## config.mk

```make
export PLATFORM = sky130hd
export DESIGN_NAME = comparador_serie
export DESIGN_NICKNAME = d
export VERILOG_FILES = /design/src/rtl/comparador_serie_pkg.sv /design/src/rtl/comparador_1b.sv /design/src/rtl/comparador_serie.sv
export SDC_FILE = /design/constraint.sdc
export NUM_CORES = 1
export LEC_CHECK = 0
export ABC_AREA = 1
export CAP_MARGIN = 20
export CELL_PAD_IN_SITES_DETAIL_PLACEMENT = 0
export CELL_PAD_IN_SITES_GLOBAL_PLACEMENT = 1
export CORE_MARGIN = 2
export CORE_UTILIZATION = 36
export DETAILED_ROUTE_END_ITERATION = 6
export GPL_TIMING_DRIVEN = 0
export PLACE_DENSITY_LB_ADDON = 0.1
export SETUP_SLACK_MARGIN = 0.4
export SLEW_MARGIN = 10
export SYNTH_ARGS = -nofsm -noshare
export SYNTH_HDL_FRONTEND = slang
export SYNTH_SLANG_ARGS = --single-unit
```

## constraint.sdc

```tcl
create_clock -name clk -period 2.1 [get_ports clk]
set_clock_uncertainty 0.15 [all_clocks]
set_input_delay 0.525 -clock clk [delete_from_list [all_inputs] [get_ports clk]]
set_output_delay 0.525 -clock clk [all_outputs]
set_load 0.01 [all_outputs]
```

## src/rtl/comparador_serie_pkg.sv

```systemverilog
// Shared definitions for the bit-serial magnitude comparator.
package comparador_serie_pkg;

    // Controller states; encoding is kept fixed so it can be probed on hardware.
    typedef enum logic [1:0] {
        S_IDLE  = 2'd0,
        S_SHIFT = 2'd1,
        S_DONE  = 2'd2
    } state_t;

    // Bit-counter width: enough to hold WIDTH-1, never narrower than one bit.
    function automatic int cnt_w(input int w);
        return (w > 1) ? $clog2(w) : 1;
    endfunction

endpackage

```

## src/rtl/comparador_1b.sv

```systemverilog
// Single-bit comparison cell fed with the current MSBs of both shift registers.
// With inv=1 (sign bit of a two's-complement compare) the sense is swapped:
// a set sign bit means the operand is the smaller one.
module comparador_1b (
    input  logic a_bit,
    input  logic b_bit,
    input  logic inv,
    output logic gt,
    output logic lt
);

    logic w_a_hi;
    logic w_b_hi;

    assign w_a_hi = a_bit & ~b_bit;
    assign w_b_hi = ~a_bit & b_bit;

    // Pick the ordering based on whether this is the sign bit
    always_comb begin
        gt = inv ? w_b_hi : w_a_hi;
        lt = inv ? w_a_hi : w_b_hi;
    end

endmodule

```

## src/rtl/comparador_serie.sv

```systemverilog
// Bit-serial magnitude comparator, MSB first, one bit per clock.
// start/busy/done handshake with registered G/L/E flags; all-zero flags mean
// "no valid result". Optional two's-complement mode and early termination.
module comparador_serie
    import comparador_serie_pkg::*;
#(
    parameter int WIDTH      = 4,
    parameter int SIGNED     = 0,
    parameter int EARLY_EXIT = 1
) (
    input  logic             clk,
    input  logic             rst,
    input  logic             start,
    input  logic [WIDTH-1:0] a,
    input  logic [WIDTH-1:0] b,
    output logic             busy,
    output logic             done,
    output logic             G,
    output logic             L,
    output logic             E
);

    localparam int CW = cnt_w(WIDTH);
    localparam logic [CW-1:0] CNT_LAST = CW'(WIDTH - 1);
    localparam logic [CW-1:0] CNT_ONE  = CW'(1);

    state_t           r_state;
    logic [WIDTH-1:0] r_sa;
    logic [WIDTH-1:0] r_sb;
    logic [CW-1:0]    r_cnt;
    logic             r_first;   // next processed bit is the MSB (sign bit)
    logic             r_dec;     // a differing bit has already been seen
    logic             r_dec_g;   // direction of that first difference

    logic w_gt;
    logic w_lt;
    logic w_inv;
    logic w_new_dec;
    logic w_last;
    logic w_accept;

    assign w_inv     = (SIGNED != 0) && r_first;
    assign w_new_dec = !r_dec && (w_gt || w_lt);
    assign w_last    = (r_cnt == '0);
    // A new operation can be accepted from IDLE or straight out of DONE
    assign w_accept  = start && (r_state == S_IDLE || r_state == S_DONE);

    comparador_1b u_bit (
        .a_bit (r_sa[WIDTH-1]),
        .b_bit (r_sb[WIDTH-1]),
        .inv   (w_inv),
        .gt    (w_gt),
        .lt    (w_lt)
    );

    // Controller, operand shift registers, bit counter and result flags
    always_ff @(posedge clk or posedge rst) begin
        if (rst) begin
            r_state <= S_IDLE;
            r_sa    <= '0;
            r_sb    <= '0;
            r_cnt   <= '0;
            r_first <= 1'b0;
            r_dec   <= 1'b0;
            r_dec_g <= 1'b0;
            busy    <= 1'b0;
            done    <= 1'b0;
            G       <= 1'b0;
            L       <= 1'b0;
            E       <= 1'b0;
        end else if (w_accept) begin
            r_state <= S_SHIFT;
            r_sa    <= a;
            r_sb    <= b;
            r_cnt   <= CNT_LAST;
            r_first <= 1'b1;
            r_dec   <= 1'b0;
            r_dec_g <= 1'b0;
            busy    <= 1'b1;
            done    <= 1'b0;
            G       <= 1'b0;
            L       <= 1'b0;
            E       <= 1'b0;
        end else begin
            case (r_state)
                S_SHIFT: begin
                    if ((EARLY_EXIT != 0) && w_new_dec) begin
                        // First difference settles it; stop right here
                        G       <= w_gt;
                        L       <= w_lt;
                        busy    <= 1'b0;
                        done    <= 1'b1;
                        r_state <= S_DONE;
                    end else if (w_last) begin
                        // Earlier decision wins over whatever the LSB says
                        if (r_dec) begin
                            G <= r_dec_g;
                            L <= !r_dec_g;
                        end else if (w_new_dec) begin
                            G <= w_gt;
                            L <= w_lt;
                        end else begin
                            E <= 1'b1;
                        end
                        busy    <= 1'b0;
                        done    <= 1'b1;
                        r_state <= S_DONE;
                    end else begin
                        if (w_new_dec) begin
                            r_dec   <= 1'b1;
                            r_dec_g <= w_gt;
                        end
                        r_sa    <= r_sa << 1;
                        r_sb    <= r_sb << 1;
                        r_cnt   <= r_cnt - CNT_ONE;
                        r_first <= 1'b0;
                    end
                end
                S_DONE: begin
                    // done is a single-cycle pulse; flags stay until next accept
                    done    <= 1'b0;
                    r_state <= S_IDLE;
                end
                default: begin
                    r_state <= S_IDLE;
                end
            endcase
        end
    end

endmodule

```

==> results of run 1 <==
[per-layer routing]
layer / wire length [um] / global-route usage, % / vias up
met4: 40 / 7.69 / 0
met5: 0 / 0 / -
met1: 795 / 18.0 / 317
met2: 821 / 27.1 / 14
met3: 58 / 2.54 / 5
li1: - / - / 368
[worst reg2reg max path: cells and delay by family (launching register included)]
family                   cells  cell delay (ns)
adder cells (fa/ha/maj)      1             0.32
AND/OR/NAND/NOR              4             0.35
buffers and inverters        3             0.27
flip-flops                   1             0.39
[state kept, by name (all words and copies together) (netlist names)]
signal / flops
G: 1
r_state: 2
E: 1
busy: 1
r_sb: 4
L: 1
r_sa: 4
r_cnt: 2
done: 1
[area by class of cell]
type	count	area (sq um)	share of cell area (%)
sequential	17	425	40.0
multi-input combinational	72	354	33.3
timing repair buffer	15	144	13.5
inverter	14	52.6	4.94
tap	28	35.0	3.29
buffer	3	27.5	2.59
clock buffer	4	26.3	2.47
[power by group through the flow]
stage	Clock [W]	Sequential (W)	Combinational, W
final	0.000183	0.000554	0.000690
after global routing	0.000198	0.000577	0.000805
after CTS	0.000190	0.000556	0.000705
after detailed placement	0	0.000567	0.000725
after global placement	0	0.000562	0.000717
after floorplan	0	0.000572	0.000493
[per-stage QoR]
step / total power [W] / hold WS, ns
floorplan: 0.00106 / 0.301
global placement: 0.00128 / 0.307
detailed placement: 0.00129 / 0.308
CTS: 0.00145 / 0.328
global route: 0.00158 / 0.375
finish: 0.00143 / 0.321
[cells by family (layout without fill, tap and decap cells)]
family | after synthesis | after routing | share of synthesized area [%]
flops | 17 | 17 | 49.5
simple gates | 66 | 66 | 35.1
fa+ha+maj | 3 | 3 | 4.37
compound gates | 3 | 3 | 1.75
buf+inv | 17 | 36 | 9.32
[final timing paths]
kind	start	endpoint	cells after the start	slack (ns)
max	L	L	1	0.46
min	busy	busy	2	0.32
max reg2reg	r_sb[3]	r_sa[0]	8	0.52
min reg2reg	busy	busy	2	0.32
max in group asynchronous	rst	done	2	0.90
min in group asynchronous	rst	r_sb[2]	2	0.47
[cell usage in the layout (no fill, tap or decap), drive strengths merged]
| cell type | synthesis | layout |
|---|---|---|
| clkbuf | 0 | 4 |
| inv | 14 | 14 |
| nor2 | 2 | 2 |
| ha | 3 | 3 |
| a21oi | 2 | 2 |
| nand3 | 19 | 19 |
| nand4 | 1 | 1 |
| o21ai | 1 | 1 |
| clkdlybuf4s50 | 0 | 10 |
| dfrtp | 17 | 17 |
| buf | 3 | 3 |
| nand2 | 44 | 44 |
| dlygate4sd2 | 0 | 5 |
[what timing repair did]
action                     4_1_cts  5_1_grt
setup endpoints to repair        5        0
hold buffers                     0        0
gates resized for setup          5        0
==> impl_metrics.env, run 1 <==
export IMPL_period_minus_slack_ns=1.64
export IMPL_setup_worst_path_start_class="flip-flop"
export IMPL_tightest_slew_ns=0.681
export IMPL_rsz0062_at_grt="false"
export IMPL_place_area_sq_mm=0.00104
export IMPL_post_place_ws_ns=0.177
export IMPL_num_nets_final=140
export IMPL_dieArea_sq_mm=0.00279
export IMPL_synthCells=106
export IMPL_fin_cells=153
export IMPL_synth_edf_count=0
export IMPL_finalHoldViolations=0
export IMPL_drc=0
export IMPL_htree_levels=1
export IMPL_path_clk_slew_ns=0.11
export IMPL_synth_area_per_cell_sq_um=8.11
export IMPL_synth_commonest_cells="nand2_1, nand3_1, dfrtp_1, inv_1, nand2_2"
export IMPL_synth_cell_types=15
export IMPL_leakagePower_nw=0.599
export IMPL_setup_violations=0
export IMPL_hold_class="reg -> reg"
export IMPL_cts_buffer_depth=2
export IMPL_grt_usage_pct=15.4
export IMPL_required_ns=1.42
export IMPL_drt_vias_per_instance=4.60
export IMPL_drt_iter0_markers=7
export IMPL_cap_violations=0
export IMPL_antenna_cells=0
export IMPL_clk_latency_ns=0.30
export IMPL_p_comb_share_pct=48.4
export IMPL_critPathSlowestCell="dfrtp_1"
export IMPL_max_freq_ghz=0.608
export IMPL_synth_warnings=0
export IMPL_drt_first_pass_iters=3
export IMPL_grt_overflow=0
export IMPL_arrival_ns=0.97
export IMPL_post_route_util_pct=47.7
export IMPL_stdcell_area_sq_mm=0.00106
export IMPL_setup_slack_ns=0.456
export IMPL_wl_per_cell_um=11.2
export IMPL_cts_setup_buffers=0
export IMPL_cts_tree="yes"
export IMPL_synth_top_area_cell="dfrtp_1"
export IMPL_crit_chain="dlygate4sd2_1"
export IMPL_die_w_um=52.9
export IMPL_clock_root_buffer="clkbuf_4"
export IMPL_end_kind="output port"
export IMPL_start_util_pct=38.5
export IMPL_peakVddDrop_mv=0.655
export IMPL_fp_dieH_um=52.9
export IMPL_dpl_hpwl_um=1230
export IMPL_fill_cells=237
export IMPL_ioPinCount=16
export IMPL_cts_inserted_buffers=3
export IMPL_crit_buf_inv=1
export IMPL_ant_nets=0
export IMPL_syn_nets=120
export IMPL_cts_sinks=17
export IMPL_portBuffers=15
export IMPL_netlist_top_cells_area="dfrtp_1, nand2_1, nand3_1"
export IMPL_synth_most_common_cell="nand2_1"
export IMPL_slew_violations=0
export IMPL_gp_congestion=0.743
export IMPL_status="completed"
export IMPL_fin_setup_tns_ns=0
export IMPL_row_count=17
export IMPL_worst_path_max_fanout=2
export IMPL_antenna_found_initial=0
export IMPL_clkPwrFrac_pct=12.8
export IMPL_cpPeakStageDelay_ns=0.39
export IMPL_power_switching_w=0.000606
export IMPL_placed_cells=149
export IMPL_vias=704
export IMPL_grt_pass1_wl_um=3080
export IMPL_drive_gt1_share_pct=12.0
export IMPL_grt_pass1_vias=718
export IMPL_netlist_area_sq_um=860
export IMPL_area_growth_pct=23.9
export IMPL_p_seq_share_pct=38.8
export IMPL_intPower_w=0.000821
export IMPL_core_sq_mm=0.00223
export IMPL_seq_area_frac_synth_pct=49.5
export IMPL_max_slew_margin_pct=54.6
export IMPL_async_flop_share_pct=100
export IMPL_critPathTopFamily="flip-flops"
export IMPL_worstSetupPathType="reg -> out"
export IMPL_grt_max_degree=18
export IMPL_power_density_mw_per_mm2=1340
export IMPL_period_share_pct=78.3
export IMPL_swShare_pct=42.5
export IMPL_yosysTopAreaCellShare_pct=49.5
export IMPL_yosys_register_bits=17
export IMPL_synthFlopType="dfrtp_1"
export IMPL_drt_wl_total_um=1720
No activity file was read; power rests on OpenSTA's default activity.
==> inputs of run 2 (changes only) <==
clock period = 1.6 ns   (was 2.1 ns; I/O delays follow)
==> run 2 against run 1 <==
Effect of this change: utilization is 2.5 points higher; setup slack lost 0.30 ns; register-to-register slack got worse by 0.36 ns; first-iteration DRC count up 14%; non-clock buffer count up 5; global-route usage is 0.83 points higher; die area did not move; power is 44% higher; critical path depth rose by 7.
==> impl_metrics.env, run 2 (synthesis results as in run 1) <==
export IMPL_crit_chain="inv_2, ha_4, inv_2, nor2_4, nand2_2, buf_6, nand2_1, nand3_1"
export IMPL_peakVddDrop_mv=1.10
export IMPL_drc=0
export IMPL_drt_iter0_markers=8
export IMPL_worst_path_max_fanout=10
export IMPL_area_growth_pct=30.4
export IMPL_htree_levels=1
export IMPL_core_sq_mm=0.00223
export IMPL_antenna_cells=0
export IMPL_dpl_hpwl_um=1280
export IMPL_status="completed"
export IMPL_drt_vias_per_instance=4.53
export IMPL_portBuffers=15
export IMPL_cts_tree="yes"
export IMPL_setup_violations=0
export IMPL_critPathSlowestCell="dfrtp_1"
export IMPL_hold_class="in -> async"
export IMPL_leakagePower_nw=0.614
export IMPL_period_share_pct=90.2
export IMPL_cp_common_cell="inv_2"
export IMPL_layout_common_cells="nand2_1, nand3_1, dfrtp_1, inv_1, clkdlybuf4s50_1"
export IMPL_fill_cells=243
export IMPL_dieArea_sq_mm=0.00279
export IMPL_placed_cells=149
export IMPL_fp_dieH_um=52.9
export IMPL_finalHoldViolations=0
export IMPL_drt_wl_total_um=1830
export IMPL_path_clk_slew_ns=0.12
export IMPL_die_w_um=52.9
export IMPL_grt_max_degree=18
export IMPL_antenna_found_initial=0
export IMPL_clk_latency_ns=0.30
export IMPL_row_count=17
export IMPL_cts_inserted_buffers=3
export IMPL_ioPinCount=16
export IMPL_slew_violations=0
export IMPL_end_kind="flip-flop"
export IMPL_cpPeakStageDelay_ns=0.40
export IMPL_r2r_slack_ns=0.16
export IMPL_wl_per_cell_um=11.6
export IMPL_final_common_cell="nand2_1"
export IMPL_grt_pass1_wl_um=3170
export IMPL_ant_nets=0
export IMPL_power_density_mw_per_mm2=1830
export IMPL_arrival_ns=1.48
export IMPL_num_nets_final=145
export IMPL_grt_overflow=0
export IMPL_rsz0062_at_grt="true"
export IMPL_tightest_slew_ns=0.388
export IMPL_vias=716
export IMPL_max_slew_margin_pct=74.1
export IMPL_post_route_util_pct=50.2
export IMPL_seqCellArea_sq_um=425
export IMPL_cts_buffer_depth=2
export IMPL_drt_first_pass_iters=4
export IMPL_start_util_pct=38.5
export IMPL_required_ns=1.63
export IMPL_grt_usage_pct=16.3
export IMPL_period_minus_slack_ns=1.44
export IMPL_multi_input_area_sq_um=385
export IMPL_cts_sinks=17
export IMPL_cts_hold_fix_buffers=0
export IMPL_setup_worst_path_start_class="flip-flop"
export IMPL_max_freq_ghz=0.693
export IMPL_clock_root_buffer="clkbuf_4"
export IMPL_gp_congestion=0.663
export IMPL_drive_gt1_share_pct=26.2
export IMPL_fin_cells=158
export IMPL_cap_violations=0
export IMPL_largest_registers="r_sa: 4 flops, r_sb: 4 flops"
export IMPL_worstSetupPathType="reg -> reg"
export IMPL_grt_pass1_vias=692
[run 2: changes by cell type in the layout (fill, tap and decap cells not counted), sizes merged]
cell and delta:
buf +10, clkinvlp +1, dlygate4sd2 -4, clkdlybuf4s50 -1
inv -1, clkinv +1, clkbuf -1
[run 2: power by group]
part           total (W)  switching, W  internal (W)
Combinational    0.00107      0.000611      0.000462
Clock           0.000246      0.000153     0.0000931
Sequential      0.000737      0.000118      0.000619
[run 2: critical path: cells and delay by family, from the launching register on]
kind / cells / cell delay [ns]
DFF: 1 / 0.40
adders and majority gates: 1 / 0.27
and+or+nand+nor: 4 / 0.26
buffers and inverters: 3 / 0.25
[run 2: path summary, 6_finish.rpt]
kind / cells after the start / startpoint / to
setup / recovery: 8 / r_sb[3] / r_cnt[0]
hold / removal: 2 / rst / L
setup reg to reg: 8 / r_sb[3] / r_cnt[0]
hold reg to reg: 2 / r_cnt[0] / r_cnt[0]
max in group asynchronous: 2 / rst / r_sa[1]
min in group clk: 2 / r_cnt[0] / r_cnt[0]
[run 2: final cells by class]
| cell class | instances | area share [%] |
|---|---|---|
| Sequential cell | 17 | 37.9 |
| Multi-Input combinational cell | 72 | 34.4 |
| Timing Repair Buffer | 20 | 14.4 |
| Inverter | 14 | 5.25 |
| Tap cell | 28 | 3.12 |
| Buffer | 3 | 2.46 |
| Clock buffer | 3 | 2.01 |
| Clock inverter | 1 | 0.446 |
[run 2: stage by stage]
| step | area [sq um] | hold WS [ns] | setup WS, ns | power, W | TNS [ns] |
|---|---|---|---|---|---|
| 6_report | 1120 | 0.276 | 0.157 | 0.00206 | 0 |
| 5_1_grt | 1120 | 0.310 | 0.0894 | 0.00228 | 0 |
| 4_1_cts | 1110 | 0.333 | 0.158 | 0.00205 | 0 |
| 3_5_place_dp | 1060 | 0.311 | -0.200 | 0.00176 | -2.51 |
| 3_3_place_gp | 1060 | 0.303 | -0.205 | 0.00173 | -2.61 |
| 2_1_floorplan | 880 | 0.176 | 0.201 | 0.00145 | 0 |
[run 2: repair_timing]
item,4_1_cts,5_1_grt
buffers inserted,4,1
pin swaps,1,1
endpoints found under the setup margin,22,39
gates resized for setup,24,2
[run 2: metal layers]
metal	global-route usage, %	part of all wire (%)
met2	25.4	48
met3	3.39	2.1
met1	21.4	48
met4	7.69	1.6
met5	0	0
